===== src/rtl/dot_acc_su.sv =====
// Group accumulator for signed 8-bit products: sums beats until in_last or MAX_LEN,
// then presents {sum, count, trunc} on a valid/ready result port with 1 result/cycle throughput.
module dot_acc_su #(
    parameter int MAX_LEN = 16,
    parameter int ACC_W   = 12
) (
    input  logic                    clk,
    input  logic                    rst,
    input  logic signed [7:0]       in_prod,
    input  logic                    in_valid,
    input  logic                    in_last,
    output logic                    in_ready,
    output logic signed [ACC_W-1:0] out_sum,
    output logic [4:0]              out_cnt,
    output logic                    out_trunc,
    output logic                    out_valid,
    input  logic                    out_ready
);

    typedef enum logic [0:0] {
        IDLE = 1'b0,
        ACC  = 1'b1
    } state_t;

    state_t                  state_r;
    state_t                  state_nx_s;
    logic signed [ACC_W-1:0] acc_r;
    logic signed [ACC_W-1:0] acc_nx_s;
    logic signed [ACC_W-1:0] sum_s;
    logic [4:0]              cnt_r;
    logic [4:0]              cnt_nx_s;
    logic [4:0]              cnt_inc_s;
    logic                    accept_s;
    logic                    close_s;
    logic signed [ACC_W-1:0] out_sum_r;
    logic [4:0]              out_cnt_r;
    logic                    out_trunc_r;
    logic                    out_valid_r;

    // A slot is free whenever no result is held or the held one leaves this cycle.
    assign in_ready  = ~out_valid_r | out_ready;
    assign out_sum   = out_sum_r;
    assign out_cnt   = out_cnt_r;
    assign out_trunc = out_trunc_r;
    assign out_valid = out_valid_r;

    // Beat acceptance, running sum and group-close decision.
    always_comb begin
        accept_s  = in_valid & in_ready;
        sum_s     = acc_r + {{(ACC_W-8){in_prod[7]}}, in_prod};
        cnt_inc_s = cnt_r + 5'd1;
        close_s   = in_last | (cnt_r == 5'(MAX_LEN - 1));
    end

    // Next-state logic for the accumulator FSM.
    always_comb begin
        state_nx_s = state_r;
        acc_nx_s   = acc_r;
        cnt_nx_s   = cnt_r;
        case (state_r)
            IDLE, ACC: begin
                if (accept_s) begin
                    if (close_s) begin
                        state_nx_s = IDLE;
                        acc_nx_s   = '0;
                        cnt_nx_s   = 5'd0;
                    end else begin
                        state_nx_s = ACC;
                        acc_nx_s   = sum_s;
                        cnt_nx_s   = cnt_inc_s;
                    end
                end else begin
                    state_nx_s = state_r;
                end
            end
            default: begin
                state_nx_s = IDLE;
                acc_nx_s   = '0;
                cnt_nx_s   = 5'd0;
            end
        endcase
    end

    // FSM state and accumulator registers.
    always_ff @(posedge clk) begin
        if (rst) begin
            state_r <= IDLE;
            acc_r   <= '0;
            cnt_r   <= 5'd0;
        end else begin
            state_r <= state_nx_s;
            acc_r   <= acc_nx_s;
            cnt_r   <= cnt_nx_s;
        end
    end

    // Result register: a closing beat loads even while the previous result transfers.
    always_ff @(posedge clk) begin
        if (rst) begin
            out_sum_r   <= '0;
            out_cnt_r   <= 5'd0;
            out_trunc_r <= 1'b0;
            out_valid_r <= 1'b0;
        end else if (accept_s && close_s) begin
            out_sum_r   <= sum_s;
            out_cnt_r   <= cnt_inc_s;
            out_trunc_r <= ~in_last;
            out_valid_r <= 1'b1;
        end else if (out_valid_r && out_ready) begin
            out_valid_r <= 1'b0;
        end else begin
            out_valid_r <= out_valid_r;
        end
    end

endmodule


===== config.mk =====
export PLATFORM = sky130hd
export DESIGN_NAME = dot_acc_su
export DESIGN_NICKNAME = d
export VERILOG_FILES = /design/src/rtl/dot_acc_su.sv
export SDC_FILE = /design/constraint.sdc
export NUM_CORES = 1
export LEC_CHECK = 0
export ABC_AREA = 1
export BUFFER_PORTS_ARGS = -buffer_cell sky130_fd_sc_hd__clkbuf_2
export CAP_MARGIN = 10
export CORE_MARGIN = 2
export CORE_UTILIZATION = 25
export DETAILED_ROUTE_END_ITERATION = 7
export GPL_TIMING_DRIVEN = 1
export PLACE_DENSITY_LB_ADDON = 0.3
export SLEW_MARGIN = 20
export SYNTH_ARGS = -nofsm -noshare
export SYNTH_HDL_FRONTEND = slang
export SYNTH_SLANG_ARGS = --single-unit
export TNS_END_PERCENT = 100

===== constraint.sdc =====
create_clock -name clk -period 1.5 [get_ports clk]
set_input_delay 0.225 -clock clk [delete_from_list [all_inputs] [get_ports clk]]
set_output_delay 0.225 -clock clk [all_outputs]
set_load 0.01 [all_outputs]

==> run_results.csv, run 1 <==
group,metric,value,unit
run_status,status,"finished with violations",
run_status,violations,"negative setup slack",
grt,overflow,0,
timing,setup_violations,29,
routing,wirelength,5860,um
routing,viasPerCell,4.40,
die,initial_core_util,25.9,%
die,die_h,93.4,um
power_and_ir_drop,p_total,2.96,mW
worst_setup_path,cp.arrival,1.85,ns
final_layout,nets,380,
die,ioPinCount,33,
final_layout,fin_util,42.4,%
worst_setup_path,cp-end-kind,"flip-flop",
routing,wl_per_cell,12.9,um
logic_synthesis,syn_nets,311,
die,core-area,7730,sq um
routing,drc,0,
timing,finalSetupTns,-1.58,ns
die,die_w,93.4,um
grt,globalRouteTotalUtil,13.4,%
final_layout,drive_above_1_share,52.8,%
die,num_rows,32,
grt,antenna_found_initial,0,
clocking,clk_latency,0.30,ns
clocking,cts_sinks,36,
clocking,numCtsBuffers,5,
logic_synthesis,synth_area,2000,sq um
power_and_ir_drop,peakVddDrop,614,uV
clocking,clk_pin_slew_worst_paths,0.08,ns
clocking,root_buffer,"clkbuf_8",
logic_synthesis,synth_top_area_cell,"dfxtp_1",
timing,hold_violations,0,
place,pre_cts_slack,-0.115,ns
routing,drtPass1Iterations,4,
logic_synthesis,synth_top_area_share,36.0,%
routing,ant_nets,0,
logic_synthesis,synth.area.top_cells,"dfxtp_1 (36%), nand2_1 (16%), ha_1 (8.1%), inv_1 (6.8%), a21oi_1 (6.0%)",
power_and_ir_drop,powerDensity,903,nW/um^2
clocking,htreeDepth,2,
timing,post-route-min-period,1.65,ns
worst_setup_path,startpoint_type,"flip-flop",
place,gp_congestion,0.829,
hold_path,hp-class,"in2reg",
worst_setup_path,required,1.70,ns
grt,grt_pass1_wl,9050,um
timing,setup_slack,-0.149,ns
place,port_buffers,32,
timing,max_freq,607,MHz
clocking,cts_buffer_depth,2,
timing,min_period_over_period,110,%
logic_synthesis,syn_inst,284,
grt,grt_max_degree,18,
final_layout,areaGrowthSynthToFinish,63.7,%
timing,worst_pin_slew,0.265,ns
logic_synthesis,synth_seq_area_share,36.0,%
place,dpl.hpwl,3850,um
timing,slew_headroom,82.4,%
worst_setup_path,crit_path_max_fanout,3,
logic_synthesis,synth_seq_cells,36,
timing,rsz0062_at_grt,"true",
worst_setup_path,path_class,"reg2reg",
clocking,cts_tree,"built",
clocking,cts_hold_buf,0,
timing,drv_slew,0,
routing,num_vias,2005,
logic_synthesis,synth_area_per_cell,7.04,sq um
power_and_ir_drop,p_leak,1.53,nW
logic_synthesis,ys_warn_count,0,
die,floorplan.die_area,8730,sq um
routing,initialDrtViolationCount,57,
final_layout,diodes,0,
job,maxCapViolations,0,
logic_synthesis,ys_types,25,
grt,grt_pass1_vias,1913,
timing,skew,0.00732,ns
metrics by stage:
step / area, sq um / std cells / hold WS, ns
floorplan: 2050 / 284 / 0.315
global placement: 2510 / 436 / 0.454
detailed placement: 2510 / 436 / 0.459
CTS: 2890 / 449 / 0.195
global route: 3270 / 456 / 0.199
finish: 3270 / 456 / 0.201
registers in the layout (all words and copies together) (netlist names):
register	count
acc_r	12
cnt_r	5
out_cnt	5
out_sum	12
out_trunc	1
out_valid	1
layer usage:
metal | up-vias | part of all wire (%) | global-route usage (%)
li1 | 1046 | - | -
met1 | 922 | 45 | 17.3
met2 | 31 | 50 | 22.0
met3 | 6 | 3.9 | 3.22
met4 | 0 | 1.1 | 4.04
met5 | - | 0 | 0
cell usage in the layout, fill, tap and decap left out, types with 2 or more instances in the layout:
cell type,count
clkbuf_8,5
nand3_1,3
a21oi_1,13
o21ai_0,2
xor2_1,3
o21ai_2,12
inv_1,34
dfxtp_1,26
nand3_4,2
o21ai_1,3
clkbuf_2,32
buf_4,26
nor2_4,3
nor2_1,11
buf_6,9
nand2_2,21
a21oi_2,11
ha_4,12
xor2_2,3
o21bai_1,8
nand2_4,7
nand4_1,3
nand2_1,58
nand3_2,10
nor2_2,10
bufinv_16,2
dfxtp_2,8
dfxtp_4,2
critical path, cell delays in order, from the launching register on:
cell,delay [ns]
dfxtp_2,0.34
ha_4,0.16
fa_2,0.35
nand2_2,0.10
nand3_4,0.09
buf_4,0.16
nand2_4,0.07
xnor2_4,0.08
o21bai_1,0.16
inv_1,0.05
path summary, 6_finish.rpt:
| check | slack, ns | from | cells after the start | endpoint |
|---|---|---|---|---|
| max reg2reg | -0.15 | acc_r[0] | 9 | out_sum[4] |
| min reg2reg | 0.47 | cnt_r[3] | 2 | cnt_r[3] |
| max | -0.15 | acc_r[0] | 9 | out_sum[4] |
| min | 0.20 | in_last | 2 | out_trunc |
final cells by class:
| class | count | area [sq um] |
|---|---|---|
| tap | 102 | 128 |
| sequential | 36 | 738 |
| inverter | 36 | 148 |
| timing repair buffer | 69 | 492 |
| multi-input combinational | 204 | 1600 |
| timing repair inverter | 1 | 11.3 |
| fill | 788 | 4450 |
| clock buffer | 6 | 93.8 |
| clock inverter | 2 | 60.1 |
power by group:
part	total, mW	internal (mW)	switching [mW]
clock network	1.16	0.765	0.393
logic	0.738	0.340	0.398
registers	1.06	1.01	0.0459
synthesized netlist by cell type:
library cell  instances
nand2_1              84
dfxtp_1              36
inv_1                36
a21oi_1              24
nor2_1               23
o21ai_0              17
nand3_1              14
ha_1                 13
o21bai_1              8
xor2_1                7
buf_2                 3
nand4_1               3
buf_1                 2
nand2_4               2
xnor2_1               2
buf_6                 1
clkbuf_1              1
clkbuf_2              1
fa_1                  1
nand3_2               1
nor2_4                1
nor3_4                1
o211a_1               1
o21a_1                1
or2_2                 1
repair_timing:
| action | 4_1_cts | 5_1_grt |
|---|---|---|
| gates cloned | 1 | 3 |
| setup endpoints to repair | 27 | 36 |
| resized for setup | 38 | 101 |
| setup buffers | 4 | 6 |
| pin swaps | 10 | 39 |
cells by family (layout without fill, tap and decap cells):
kind of cell    count (synthesis)  count (layout)  synth area share [%]
compound gates                 51              51                  14.1
fa+ha+maj                      14              14                  9.14
buf+inv                        44             114                  8.89
simple gates                  130             130                  27.8
xor+xnor                        9               9                  3.94
flops                          36              36                  36.0
Power figures use the tool's default switching activity.
==> run 2, diff against run 1 <==
--- a/config.mk
+++ b/config.mk
@@ -10,9 +10,11 @@
 export CAP_MARGIN = 10
 export CORE_MARGIN = 2
 export CORE_UTILIZATION = 25
+export CTS_CLUSTER_DIAMETER = 200
 export DETAILED_ROUTE_END_ITERATION = 7
 export GPL_TIMING_DRIVEN = 1
 export PLACE_DENSITY_LB_ADDON = 0.3
+export SKIP_LAST_GASP = 1
 export SLEW_MARGIN = 20
 export SYNTH_ARGS = -nofsm -noshare
 export SYNTH_HDL_FRONTEND = slang
==> run_results.csv, run 2 (synthesis gave the netlist of run 1 again) <==
group,metric,value,unit
routing,wirelength,5730,um
timing,worst_pin_slew,0.266,ns
job,maxCapViolations,0,
power_and_ir_drop,clkPwrFrac,39.7,%
timing,max_freq,607,MHz
clocking,cts_hold_buf,0,
timing,setup_violations,23,
grt,globalRouteTotalUtil,13.4,%
timing,finalSetupTns,-0.913,ns
die,core-area,7730,sq um
routing,initialDrtViolationCount,62,
worst_setup_path,rr_startpoint,"acc_r[0]",
die,ioPinCount,33,
final_layout,diodes,0,
timing,drv_slew,0,
routing,drtPass1Iterations,4,
worst_setup_path,path_class,"reg2reg",
timing,hold_violations,0,
place,dp_cells,436,
final_layout,areaGrowthSynthToFinish,58.6,%
routing,num_vias,1949,
timing,post-route-min-period,1.65,ns
worst_setup_path,crit_path_max_fanout,3,
routing,wl_per_cell,12.7,um
worst_setup_path,startpoint_type,"flip-flop",
timing,skew,0.00820,ns
grt,grt_max_degree,18,
worst_setup_path,cp-end-kind,"flip-flop",
worst_setup_path,required,1.70,ns
hold_path,hp-class,"in2reg",
worst_setup_path,regToRegSetupSlack,-0.15,ns
power_and_ir_drop,seqPwrFrac,36.4,%
place,port_buffers,32,
grt,antenna_found_initial,0,
place,place_area,2510,sq um
final_layout,fin_cells,452,
die,initial_core_util,25.9,%
final_layout,final_common_cell,"nand2_1",
clocking,cts_sinks,36,
final_layout,drive_above_1_share,50.0,%
die,num_rows,32,
clocking,numCtsBuffers,5,
hold_path,min-delay-start,"in_last",
worst_setup_path,reg2reg_to,"out_sum[4]",
worst_setup_path,reg2reg_depth,9,
routing,drc,0,
die,die_h,93.4,um
timing,rsz0062_at_grt,"true",
final_layout,fillCellCount,796,
timing,slew_headroom,82.3,%
hold_path,min_path_cells,2,
power_and_ir_drop,peakVddDrop,611,uV
power_and_ir_drop,powerDensity,916,nW/um^2
grt,overflow,0,
hold_path,hold-path-endpoint,"out_trunc",
final_layout,postLayoutCellArea,3170,sq um
timing,setup_slack,-0.148,ns
timing,min_period_over_period,110,%
grt,grt_pass1_wl,9050,um
place,gp_congestion,0.829,
final_layout,nets,376,
run_status,status,"finished with violations",
die,die_w,93.4,um
power_and_ir_drop,switching_share,27.9,%
clocking,clk_pin_slew_worst_paths,0.08,ns
run_status,violations,"negative setup slack",
power_and_ir_drop,p_leak,1.50,nW
clocking,root_buffer,"clkbuf_8",
grt,grt_pass1_vias,1911,
power_and_ir_drop,combinationalPowerShare,23.9,%
clocking,cts_tree,"built",
routing,viasPerCell,4.31,
clocking,clk_latency,0.30,ns
routing,ant_nets,0,
place,dpl.hpwl,3850,um
worst_setup_path,cp.arrival,1.85,ns
power_and_ir_drop,internal_power,2.10,mW
clocking,cts_buffer_depth,2,
clocking,htreeDepth,2,
final_layout,layout_common_cells,"nand2_1 (59), inv_1 (34), clkbuf_2 (32)",
power_and_ir_drop,p_switching,0.809,mW
die,floorplan.die_area,8730,sq um
-- run 2: cell count changes in the layout (fill, tap and decap cells not counted), moves of 2 or more --
| cell | delta |
|---|---|
| o21ai_2 | -6 |
| o21ai_1 | +4 |
| buf_4 | -2 |
| nand2_4 | -2 |
| o21ai_0 | +2 |
-- run 2: metal layers --
metal / global-route usage, % / vias to the layer above / share of wire (%)
met5: 0 / - / 0
met4: 4.04 / 0 / 1.1
met3: 3.22 / 6 / 4.0
met2: 22.0 / 29 / 48
met1: 17.3 / 882 / 47
li1: - / 1032 / -
-- run 2: metrics by stage --
step           hold WS (ns)  util (%)  total power, mW  setup WS (ns)
4_1_cts               0.195      37.3             2.81        -0.0901
2_1_floorplan         0.315         -             1.37       -0.00377
5_1_grt               0.199      41.0             3.06         -0.227
3_3_place_gp          0.454      32.5             1.58         -0.115
6_report              0.201      41.0             2.91         -0.148
3_5_place_dp          0.459      32.5             1.58         -0.115
-- run 2: power by group through the flow --
| stage | Clock, mW | Combinational [mW] | Sequential (mW) |
|---|---|---|---|
| after floorplan | 0 | 0.288 | 1.08 |
| after global placement | 0 | 0.510 | 1.07 |
| after detailed placement | 0 | 0.511 | 1.07 |
| after CTS | 1.17 | 0.589 | 1.05 |
| after global routing | 1.23 | 0.767 | 1.06 |
| final | 1.15 | 0.695 | 1.06 |
-- run 2: how the worst max path moves through the flow --
stage               startpoint           to  slack, ns  depth (start not counted)
detailed placement  in_prod[0]   out_sum[8]      -0.12                         11
floorplan             cnt_r[0]  out_sum[10]     -0.004                         10
finish                acc_r[0]   out_sum[4]      -0.15                          9
global placement    in_prod[6]     acc_r[7]      -0.11                          9
global route          acc_r[0]   out_sum[4]      -0.23                          9
CTS                   acc_r[0]     acc_r[6]      -0.09                          9
-- run 2: cell type report --
type	instances	area [sq um]	area share (%)
repair buffers	66	462	14.6
flip-flops and latches	36	738	23.3
clock inverters	2	60.1	1.89
inverters	36	143	4.50
clock buffers	6	93.8	2.96
well taps	102	128	4.02
multi-input cells	204	1550	48.8
-- run 2: worst max-delay path: stages, from the launching register on --
cell      delay, ns
dfxtp_2        0.34
ha_4           0.16
fa_2           0.35
nand2_2        0.10
nand3_4        0.09
buf_4          0.16
nand2_4        0.07
xnor2_4        0.08
o21bai_1       0.17
inv_1          0.05
-- run 2: what timing repair did --
action,4_1_cts,5_1_grt
pin swaps,8,42
buffers inserted,4,3
cloned,1,2
endpoints found under the hold margin,0,0
endpoints found under the setup margin,27,36
gates resized for setup,36,84
==> run 3, diff against run 2 <==
--- a/config.mk
+++ b/config.mk
@@ -10,9 +10,11 @@
 export CAP_MARGIN = 10
 export CORE_MARGIN = 2
 export CORE_UTILIZATION = 25
+export CTS_BUF_LIST = sky130_fd_sc_hd__clkbuf_2
 export CTS_CLUSTER_DIAMETER = 200
 export DETAILED_ROUTE_END_ITERATION = 7
 export GPL_TIMING_DRIVEN = 1
+export HOLD_SLACK_MARGIN = 0.05
 export PLACE_DENSITY_LB_ADDON = 0.3
 export SKIP_LAST_GASP = 1
 export SLEW_MARGIN = 20
==> constraint.sdc (replaced) <==
create_clock -name clk -period 2.05 [get_ports clk]
set_input_delay 0.3075 -clock clk [delete_from_list [all_inputs] [get_ports clk]]
set_output_delay 0.3075 -clock clk [all_outputs]
set_load 0.01 [all_outputs]
==> run_results.csv, run 3 (synthesis gave the netlist of run 1 again) <==
group,metric,value,unit
timing,max_freq,549,MHz
grt,globalRouteTotalUtil,11.8,%
grt,grt_pass1_wl,8290,um
place,pre_cts_slack,0.201,ns
timing,slew_headroom,65.6,%
worst_setup_path,crit_family,"buffers and inverters",
clocking,htreeDepth,2,
final_layout,fillCellCount,847,
timing,hold_violations,0,
timing,post-route-min-period,1.82,ns
timing,worst_pin_slew,0.515,ns
power_and_ir_drop,internal_power,0.949,mW
die,ioPinCount,33,
clocking,post_cts_buffers,0,
place,gp_congestion,0.789,
grt,grt_max_degree,20,
power_and_ir_drop,powerDensity,605,nW/um^2
final_layout,layout_common_cells,"nand2_1 (84), clkbuf_2 (38), inv_1 (36), dfxtp_1 (36), a21oi_1 (24)",
die,die_w,93.4,um
place,dp_cells,416,
final_layout,nets,348,
routing,ant_nets,0,
final_layout,fin_cells,424,
timing,rsz0062_at_grt,"false",
place,dpl.hpwl,3650,um
clocking,clk_latency,0.38,ns
worst_setup_path,endpoint,"out_sum[5]",
worst_setup_path,reg2reg_depth,9,
worst_setup_path,rr_startpoint,"cnt_r[1]",
final_layout,drive_above_1_share,15.8,%
worst_setup_path,path_class,"reg2reg",
hold_path,hp-class,"in2reg",
routing,wl_per_cell,11.1,um
worst_setup_path,path_depth,9,
routing,drtPass1Iterations,4,
worst_setup_path,path_buf_inv,2,
clocking,cts_resized,0,
job,maxCapViolations,0,
grt,grt_pass1_vias,1811,
die,core-area,7730,sq um
clocking,numCtsBuffers,5,
clocking,cts_hold_buf,0,
place,place_area,2290,sq um
timing,drv_slew,0,
final_layout,final_common_cell,"nand2_1",
worst_setup_path,startpoint_type,"flip-flop",
die,die_h,93.4,um
worst_setup_path,crit_path_max_fanout,15,
run_status,status,"complete, no violations",
worst_setup_path,regToRegSetupSlack,0.23,ns
worst_setup_path,crit_path_cell_trace,"ha_1 > nand2_1 > nor2_1 > ha_1 > nor2_1 > nor2_4 > inv_1 > o21bai_1 > inv_1",
power_and_ir_drop,peakVddDrop,276,uV
routing,wirelength,4720,um
power_and_ir_drop,p_switching,0.462,mW
timing,skew,0.0219,ns
power_and_ir_drop,p_total,1.41,mW
power_and_ir_drop,switching_share,32.7,%
worst_setup_path,reg2reg_to,"out_sum[5]",
grt,antenna_found_initial,0,
timing,setup_slack,0.227,ns
clocking,cts_tree,"built",
routing,initialDrtViolationCount,60,
timing,setup_violations,0,
worst_setup_path,max_stage_delay,0.39,ns
clocking,cts_buffer_depth,2,
clocking,cts_sinks,36,
routing,viasPerCell,4.32,
grt,overflow,0,
routing,drc,0,
timing,finalSetupTns,0,ns
worst_setup_path,startpoint,"cnt_r[1]",
timing,min_period_over_period,88.9,%
routing,num_vias,1833,
clocking,root_buffer,"clkbuf_2",
power_and_ir_drop,clkPwrFrac,23.4,%
final_layout,areaGrowthSynthToFinish,16.6,%
die,initial_core_util,25.9,%
clocking,clk_pin_slew_worst_paths,0.20,ns
die,num_rows,32,
worst_setup_path,cp_slowest_cell,"inv_1",
final_layout,diodes,0,
worst_setup_path,cp-end-kind,"flip-flop",
power_and_ir_drop,seqPwrFrac,54.2,%
die,floorplan.die_area,8730,sq um
final_layout,postLayoutCellArea,2330,sq um
power_and_ir_drop,p_leak,1.22,nW
worst_setup_path,required,2.37,ns
place,port_buffers,32,
worst_setup_path,cp.arrival,2.14,ns
power_and_ir_drop,combinationalPowerShare,22.5,%
==> run 3: changes by cell type in the layout (fill, tap and decap cells not counted), sizes merged <==
cell,delta
buf,-28
bufinv,-2
clkinv,+1
clkinvlp,+1
==> run 3: worst min path at each step <==
| stage | from | to | slack, ns | depth (start not counted) |
|---|---|---|---|---|
| floorplan | in_last | out_trunc | 0.40 | 1 |
| global placement | cnt_r[3] | cnt_r[3] | 0.45 | 2 |
| detailed placement | acc_r[4] | acc_r[4] | 0.46 | 2 |
| CTS | in_last | out_trunc | 0.17 | 2 |
| global route | in_last | out_trunc | 0.17 | 2 |
| finish | in_last | out_trunc | 0.19 | 2 |
==> run 3: layer usage <==
metal  wire, um  up-vias  track usage, %  part of all wire (%)
met4         61        0            3.68                   1.3
met1       2280      825            15.1                    48
met3        138        6            2.42                   2.9
met2       2240       21            19.8                    48
li1           -      981               -                     -
met5          0        -               0                     0
==> run 3: final cells by class <==
class                   count  area [sq um]  share of cell area [%]
clock inverters             2          11.3                   0.483
well taps                 102           128                    5.48
flip-flops and latches     36           721                    30.9
repair buffers             38           205                    8.80
inverters                  36           135                    5.80
clock buffers               6          30.0                    1.29
multi-input cells         204          1100                    47.2
==> run 3: per-stage QoR <==
step	util [%]	hold WS [ns]
floorplan	-	0.397
global placement	29.6	0.454
detailed placement	29.6	0.462
CTS	30.2	0.171
global route	30.2	0.167
finish	30.2	0.187
==> run 3: power groups by stage <==
stage          sequential [mW]  combinational (mW)  clock (mW)
2_1_floorplan            0.789               0.206           0
3_3_place_gp             0.779               0.320           0
3_5_place_dp             0.779               0.320           0
4_1_cts                  0.765               0.323       0.343
5_1_grt                  0.770               0.361       0.372
6_report                 0.764               0.317       0.329
==> run 3: worst register-to-register path, cell delays in order, from the launching register on <==
cell and delay [ns]:
dfxtp_1 0.37, ha_1 0.20, nand2_1 0.07, nor2_1 0.04, ha_1 0.21, nor2_1 0.19
nor2_4 0.06, inv_1 0.39, o21bai_1 0.15, inv_1 0.07
